===== src/rtl/shift_sequencer.sv =====
`default_nettype none
// ============================================================================
// Module   : shift_sequencer
// Purpose  : Multi-cycle controller around a combinational single-step
//            shifter. It runs 0 to 2^CNT_W-1 single-bit shift steps and
//            presents a registered result with a sticky overflow flag through
//            a start/busy/done handshake.
// Revision : 1.0  initial release
// ----------------------------------------------------------------------------
// Ports
//   clk       in   system clock, rising edge
//   rst_n     in   asynchronous active-low reset
//   start     in   request a new shift; sampled only while idle
//   data_in   in   [WIDTH]  operand captured on an accepted start
//   dir       in   direction: 0 = left, 1 = right
//   amount    in   [CNT_W]  number of single-bit steps
//   sh_a      out  [WIDTH]  operand to the shifter (work register)
//   sh_sel    out  direction select to the shifter (latched dir)
//   sh_out    in   [WIDTH]  shifter result for the current sh_a/sh_sel
//   sh_ovf    in   shifter overflow for the current step
//   busy      out  high from accepted start through the done cycle
//   done      out  one-cycle pulse; result/overflow are valid from here on
//   result    out  [WIDTH]  registered final shift result
//   overflow  out  sticky OR of sh_ovf over every step of the operation
// ============================================================================
module shift_sequencer #(
  parameter int WIDTH = 16,
  parameter int CNT_W = 4
) (
  input  logic             clk,
  input  logic             rst_n,
  input  logic             start,
  input  logic [WIDTH-1:0] data_in,
  input  logic             dir,
  input  logic [CNT_W-1:0] amount,
  output logic [WIDTH-1:0] sh_a,
  output logic             sh_sel,
  input  logic [WIDTH-1:0] sh_out,
  input  logic             sh_ovf,
  output logic             busy,
  output logic             done,
  output logic [WIDTH-1:0] result,
  output logic             overflow
);

  typedef enum logic [1:0] {
    IDLE   = 2'd0,
    SHIFT  = 2'd1,
    FINISH = 2'd2
  } state_t;

  state_t           state;
  logic [WIDTH-1:0] work;
  logic             sel;
  logic [CNT_W-1:0] cnt;
  logic             ovf_acc;

  // The shifter sees only registered values, so there is no combinational
  // path from start/data_in to the shifter inputs.
  assign sh_a   = work;
  assign sh_sel = sel;

  // result/overflow are loaded on the edge that enters FINISH, which is the
  // same edge that raises done, so they are valid throughout the done cycle.
  always_ff @(posedge clk or negedge rst_n) begin
    if (!rst_n) begin
      state    <= IDLE;
      work     <= '0;
      sel      <= 1'b0;
      cnt      <= '0;
      ovf_acc  <= 1'b0;
      busy     <= 1'b0;
      done     <= 1'b0;
      result   <= '0;
      overflow <= 1'b0;
    end else begin
      done <= 1'b0;
      case (state)
        IDLE: begin
          if (start) begin
            work    <= data_in;
            sel     <= dir;
            cnt     <= amount;
            ovf_acc <= 1'b0;
            busy    <= 1'b1;
            if (amount != '0) begin
              state <= SHIFT;
            end else begin
              // Zero-length shift: the operand is the answer, no steps taken.
              state    <= FINISH;
              done     <= 1'b1;
              result   <= data_in;
              overflow <= 1'b0;
            end
          end
        end

        SHIFT: begin
          work    <= sh_out;
          ovf_acc <= ovf_acc | sh_ovf;
          cnt     <= cnt - CNT_W'(1);
          if (cnt == CNT_W'(1)) begin
            // Last step: take the shifter output directly so the result is
            // ready together with done.
            state    <= FINISH;
            done     <= 1'b1;
            result   <= sh_out;
            overflow <= ovf_acc | sh_ovf;
          end
        end

        FINISH: begin
          state <= IDLE;
          busy  <= 1'b0;
        end

        default: begin
          state <= IDLE;
          busy  <= 1'b0;
        end
      endcase
    end
  end

endmodule
`default_nettype wire

===== config.mk =====
export PLATFORM = sky130hd
export DESIGN_NAME = shift_sequencer
export DESIGN_NICKNAME = d
export VERILOG_FILES = /design/src/rtl/shift_sequencer.sv
export SDC_FILE = /design/constraint.sdc
export NUM_CORES = 1
export LEC_CHECK = 0
export BUFFER_PORTS_ARGS = -buffer_cell sky130_fd_sc_hd__buf_4
export CELL_PAD_IN_SITES_DETAIL_PLACEMENT = 1
export CELL_PAD_IN_SITES_GLOBAL_PLACEMENT = 1
export CORE_ASPECT_RATIO = 2
export CORE_MARGIN = 1.5
export CORE_UTILIZATION = 25
export CTS_BUF_LIST = sky130_fd_sc_hd__clkbuf_8
export DETAILED_ROUTE_END_ITERATION = 12
export PLACE_DENSITY = 0.57
export SYNTH_ARGS = -nofsm -noshare
export SYNTH_HDL_FRONTEND = slang
export SYNTH_SLANG_ARGS = --single-unit

===== constraint.sdc =====
create_clock -name clk -period 1.6 [get_ports clk]
set_input_delay 0.16 -clock clk [delete_from_list [all_inputs] [get_ports clk]]
set_output_delay 0.16 -clock clk [all_outputs]
set_load 0.03 [all_outputs]

==> results of run 1 <==
-- where the power goes --
| group | internal (mW) | switching (mW) | total, mW |
|---|---|---|---|
| Clock | 0.339 | 0.380 | 0.720 |
| Combinational | 1.81 | 1.87 | 3.68 |
| Sequential | 1.61 | 0.336 | 1.94 |
| Total | 3.76 | 2.58 | 6.35 |
-- flip-flops by register name, summed over array words and instances (netlist names) --
name      count
busy          1
cnt           4
done          1
overflow      1
ovf_acc       1
result       16
sh_a         16
sh_sel        1
state         2
-- final cells by class --
type | count | area (sq um)
Fill cell | 890 | 4937
Clock buffer | 6 | 82.58
Inverter | 5 | 18.77
Timing Repair Buffer | 99 | 773.2
Tap cell | 96 | 120.1
Clock inverter | 1 | 5.005
Sequential cell | 43 | 1076
Multi-Input combinational cell | 85 | 929.6
-- what timing repair did --
action	CTS	global route
hold buffers	1	0
buffers inserted	5	1
gates resized for setup	16	0
pin swaps	2	1
endpoints found under the hold margin	43	0
endpoints found under the setup margin	14	26
-- placed cells by master, fill, tap and decap left out, types with 2 or more instances in the layout --
| cell type | n |
|---|---|
| buf_4 | 93 |
| dfrtp_1 | 43 |
| mux2_2 | 24 |
| mux2_4 | 22 |
| nand2_1 | 6 |
| clkbuf_8 | 6 |
| inv_1 | 4 |
| buf_6 | 4 |
| o21ai_0 | 3 |
| a21oi_1 | 3 |
| o22a_2 | 3 |
| nor3b_4 | 2 |
| nor2_1 | 2 |
| mux2i_1 | 2 |
| nor3b_1 | 2 |
-- worst max-delay path, stage by stage (launching register included) --
cell	delay (ns)
dfrtp_1	0.40
inv_2	0.08
ha_4	0.12
nor3b_4	0.19
a22o_1	0.25
buf_6	0.19
mux2_4	0.30
-- metal layers --
layer	part of all wire (%)	wire, um
met2	59	3272
met5	0	0
met3	4.2	233
met4	1.5	86
met1	36	1980
-- worst min path at each step --
stage          endpoint  depth (start not counted)  slack, ns  startpoint
6_report         sh_sel                          3       0.05         dir
5_1_grt          sh_sel                          3       0.07         dir
4_1_cts          sh_sel                          3       0.05         dir
3_5_place_dp    sh_a[8]                          1       0.20       rst_n
3_3_place_gp    sh_a[8]                          1       0.20       rst_n
2_1_floorplan      busy                          0      -0.14       rst_n
-- per-stage QoR --
| stage | worst slack [ns] | utilization (%) | total power [mW] | area (sq um) |
|---|---|---|---|---|
| 2_1_floorplan | 0.005350 | - | 4.139 | 2052 |
| 3_3_place_gp | -0.002363 | 35.24 | 5.413 | 2799 |
| 3_5_place_dp | -0.02866 | 35.24 | 5.475 | 2799 |
| 4_1_cts | -0.02524 | 37.74 | 6.428 | 2998 |
| 5_1_grt | -0.1088 | 37.84 | 6.726 | 3005 |
| 6_report | -0.03808 | 37.84 | 6.345 | 3005 |
-- kinds of logic (layout without fill, tap and decap cells) --
| family | count (synthesis) | in the layout | synth area share [%] |
|---|---|---|---|
| AO/OA/AOI/OAI | 16 | 16 | 5.685 |
| XOR/XNOR | 1 | 1 | 0.4280 |
| adder cells (fa/ha/maj) | 2 | 2 | 1.222 |
| buffers and inverters | 12 | 111 | 4.645 |
| flip-flops | 43 | 43 | 52.57 |
| multiplexers | 48 | 48 | 28.85 |
| AND/OR/NAND/NOR | 18 | 18 | 6.602 |
==> impl_metrics.yaml, run 1 <==
synthesis:
  synth_seq_cells: 43
  synth_flop_cell: "dfrtp_1"
  synth_area_leaders: "dfrtp_1, mux2_2, mux2_4"
  synth-edff-count: 0
  syn_avg_cell_area_sq_um: 14.62
  syn_inst: 140
  ys_warn_count: 0
  synth_top_cells_by_count: "dfrtp_1, mux2_2, mux2_4, nand2_1, inv_1"
  syn_nets: 183
  synth_area_sq_um: 2047
  synthDistinctLibCells: 31
  synth_top_area_share_pct: 52.57
  synth_top_cell_by_area: "dfrtp_1"
  ys_async_sr_fraction_pct: 100.0
  yosysMostFrequentCell: "dfrtp_1"
  ys_seq_area_share_pct: 52.57
setup_path:
  critPathKind: "reg2reg"
  end_kind: "flop"
  r2r_end: "result[6]"
  cp-start-kind: "flop"
  required_ns: 1.78
  r2r_start: "cnt[1]"
  critPathMaxFanout: 8
  startpoint: "cnt[1]"
  r2r_cells: 6
  cp.arrival_ns: 1.82
  crit_path_end: "result[6]"
  r2r_setup_slack_ns: -0.04
timing:
  setup_tns_ns: -0.2633
  rsz0062_at_grt: "yes"
  period_share_pct: 102.4
  setup_viol: 16
  min_period_ns: 1.638
  slew_viol_final: 0
  fin_ws_ns: -0.03808
  clock_skew_ns: 0.007970
  whs_ns: 0.05299
  tightest_slew_ns: 0.5723
  fmax_mhz: 610.5
  finalHoldViolations: 0
  maxSlewHeadroom_pct: 61.85
clock_network:
  clk_latency_ns: 0.30
  cts_made_buffers: 5
  h-tree-depth: 2
  clk_pin_slew_ns: 0.08
  cts_tree: "done"
  root_buffer: "clkbuf_8"
  clockBufferDepth: 2
  clkSinkCount: 43
power_and_ir_drop:
  vdd_drop_max_uv: 696.7
  p_leak_nw: 1.448
  power_density_nw_per_um2: 2111
flow_run:
  max_cap_violations: 0
layout:
  nNetsFinal: 282
  areaGrowthSynthToFinish_pct: 46.82
  drive_gt1_share_pct: 68.20
  antennaDiodeCount: 0
  final_cells: 335
floorplan:
  num_io_pins: 77
  core_area_sq_um: 7943
  initial_utilization_pct: 25.77
  dieArea_sq_um: 8773
  core.rowCount: 46
  fp.dieW_um: 66.99
  fp.dieH_um: 131.0
grt:
  grt_start_max_net_pins: 44
  globalRouteMet1Util_pct: 14.15
  busiest_layer: "met2"
  antenna_found_initial: 0
  grt_remaining_overflow: 0
  grt_pass1_wl_um: 8590
  grt_pass1_vias: 1630
  met2_usage_pct: 25.71
  use_met3_pct: 2.740
  grt_usage_pct: 13.53
routing:
  ant_nets: 0
  drcViolationCount: 0
  firstDrtPassIters: 3
  via_count: 1522
  wl_um: 5573
  wire_per_inst_um: 16.64
  drtIter0Drc: 36
  viasPerCell: 4.543
status:
  failed_checks: "negative setup slack"
  outcome: "complete, but fails checks"
placed_design:
  placed_cells: 321
  dp_hpwl_um: 4192
  routabilityCongestion: 0.7461
  io_buffers: 76
min_path:
  hp-class: "in2reg"
Power figures use the tool's default switching activity.
==> run 2: changes to the inputs <==
--- a/config.mk
+++ b/config.mk
@@ -5,6 +5,7 @@
 export SDC_FILE = /design/constraint.sdc
 export NUM_CORES = 1
 export LEC_CHECK = 0
+export ABC_AREA = 1
 export BUFFER_PORTS_ARGS = -buffer_cell sky130_fd_sc_hd__buf_4
 export CELL_PAD_IN_SITES_DETAIL_PLACEMENT = 1
 export CELL_PAD_IN_SITES_GLOBAL_PLACEMENT = 1
@@ -13,7 +14,7 @@
 export CORE_UTILIZATION = 25
 export CTS_BUF_LIST = sky130_fd_sc_hd__clkbuf_8
 export DETAILED_ROUTE_END_ITERATION = 12
-export PLACE_DENSITY = 0.57
+export PLACE_DENSITY = 0.62
 export SYNTH_ARGS = -nofsm -noshare
 export SYNTH_HDL_FRONTEND = slang
 export SYNTH_SLANG_ARGS = --single-unit
==> run 2 against run 1 <==
The flow now finishes without violations. Flip-flop and latch count unchanged. Critical endpoint is now result[1]. Global-route usage is 1.9 points higher. Highest routed layer unchanged. First-iteration DRC count is 22% higher. Sequential power is 2% lower. Non-clock buffer count is 15 lower. Setup slack better by 0.18 ns. Clock power decreased by 4.4%. Combinational power fell by 8.4%. Maximum frequency grew 12%. Cell area fell by 6.9%. Largest cell class unchanged. Final cell count up 30%. Sequential share of layout area is 2.7 points higher.
==> impl_metrics.yaml, run 2 <==
setup_path:
  cp.arrival_ns: 1.65
  critPathMaxFanout: 17
  cp-start-kind: "flop"
  end_kind: "flop"
  required_ns: 1.79
  critPathKind: "reg2reg"
placed_design:
  io_buffers: 76
  routabilityCongestion: 0.7408
  dp_slack_ns: 0.1100
  dp_hpwl_um: 4777
synthesis:
  synth_flop_cell: "dfrtp_1"
  ys_warn_count: 0
  syn_inst: 257
  ys_seq_area_share_pct: 53.22
  synth_top_cells_by_count: "nand2_1, dfrtp_1, nand3_1, inv_1"
  synth_area_leaders: "dfrtp_1, nand2_1, nand3_1"
  synthDistinctLibCells: 18
  syn_nets: 300
  synth_seq_cells: 43
  synth_top_area_share_pct: 53.22
  syn_avg_cell_area_sq_um: 7.867
  ys_async_sr_fraction_pct: 100.0
  synth-edff-count: 0
  yosysMostFrequentCell: "nand2_1"
  synth_top_cell_by_area: "dfrtp_1"
  synth_area_sq_um: 2022
routing:
  wire_per_inst_um: 14.37
  drtIter0Drc: 44
  wl_um: 6253
  via_count: 1918
  viasPerCell: 4.409
  drcViolationCount: 0
  ant_nets: 0
  firstDrtPassIters: 2
timing:
  tightest_slew_ns: 0.5774
  setup_viol: 0
  clock_skew_ns: 0.008236
  fin_ws_ns: 0.1433
  rsz0062_at_grt: "no"
  setup_tns_ns: 0
  min_period_ns: 1.457
  maxSlewHeadroom_pct: 61.51
  finalHoldViolations: 0
  fmax_mhz: 686.5
  period_share_pct: 91.04
  slew_viol_final: 0
grt:
  antenna_found_initial: 0
  grt_start_max_net_pins: 44
  grt_usage_pct: 15.39
  grt_pass1_vias: 2008
  grt_pass1_wl_um: 9791
  grt_remaining_overflow: 0
floorplan:
  num_io_pins: 77
  core.rowCount: 46
  dieArea_sq_um: 8669
  fp.dieH_um: 130.2
  core_area_sq_um: 7885
  fp.dieW_um: 66.59
  initial_utilization_pct: 25.64
layout:
  final_common_cell: "nand2_1"
  final_cell_mix: "nand2_1, buf_4, dfrtp_1"
  nNetsFinal: 381
  areaGrowthSynthToFinish_pct: 38.37
  drive_gt1_share_pct: 29.79
  antennaDiodeCount: 0
power_and_ir_drop:
  vdd_drop_max_uv: 791.1
  power_density_nw_per_um2: 2130
  p_leak_nw: 1.590
  finalPower_mw: 5.960
clock_network:
  h-tree-depth: 2
  clk_latency_ns: 0.30
  ctsResizeCount: 0
  cts.hold.buffers_added: 1
  clockBufferDepth: 2
  clk_pin_slew_ns: 0.08
  root_buffer: "clkbuf_8"
  post_cts_buffers: 0
  clkSinkCount: 43
  cts_made_buffers: 5
  cts_tree: "done"
flow_run:
  max_cap_violations: 0
min_path:
  hp-class: "in2reg"
status:
  outcome: "finished, final reports clean"
-- run 2: cell families (layout without fill, tap and decap cells) --
group	Yosys count	in the layout	synth area share [%]
AND/OR/NAND/NOR	184	184	37.44
buffers and inverters	20	102	5.569
AO/OA/AOI/OAI	8	8	2.537
adder cells (fa/ha/maj)	2	2	1.237
flip-flops	43	43	53.22
-- run 2: stage by stage --
| stage | hold WS, ns | instances | instance area [sq um] | utilization [%] |
|---|---|---|---|---|
| finish | 0.06693 | 435 | 2798 | 35.48 |
| CTS | 0.06449 | 435 | 2798 | 35.48 |
| floorplan | -0.1356 | 257 | 2022 | - |
| detailed placement | 0.2026 | 426 | 2703 | 34.27 |
| global route | 0.06107 | 435 | 2798 | 35.48 |
| global placement | 0.1932 | 426 | 2703 | 34.27 |
-- run 2: routing by layer --
| metal | share of wire (%) | global-route usage, % |
|---|---|---|
| met1 | 36 | 15.94 |
| met2 | 58 | 29.29 |
| met3 | 3.8 | 2.759 |
| met4 | 2.2 | 6.363 |
| met5 | 0 | 0 |
-- run 2: area by class of cell --
class / instances / area (sq um)
multi-input cells: 194 / 833.3
fillers: 976 / 5087
repair buffers: 84 / 645.6
clock inverters: 3 / 16.27
inverters: 10 / 37.54
flip-flops and latches: 43 / 1076
clock buffers: 5 / 68.82
well taps: 96 / 120.1
-- run 2: final timing paths --
kind / from / to / slack [ns] / depth (start not counted)
min in group asynchronous: rst_n / result[0] / 0.40 / 2
max reg2reg: state[1] / result[1] / 0.14 / 6
min reg2reg: sh_a[2] / sh_a[2] / 0.49 / 2
max in group asynchronous: rst_n / cnt[1] / 0.81 / 2
max: state[1] / result[1] / 0.14 / 6
min: dir / sh_sel / 0.07 / 3
-- run 2: critical path, stage by stage, from the launching register on --
cell	delay [ns]
dfrtp_1	0.43
nor2_2	0.16
nand2_4	0.12
inv_1	0.16
nand2_2	0.25
nand3_1	0.15
nand2_1	0.07
-- run 2: where the power goes --
group	internal, mW	switching [mW]	total [mW]
logic	1.18	2.20	3.37
registers	1.59	0.309	1.90
clock network	0.299	0.388	0.688
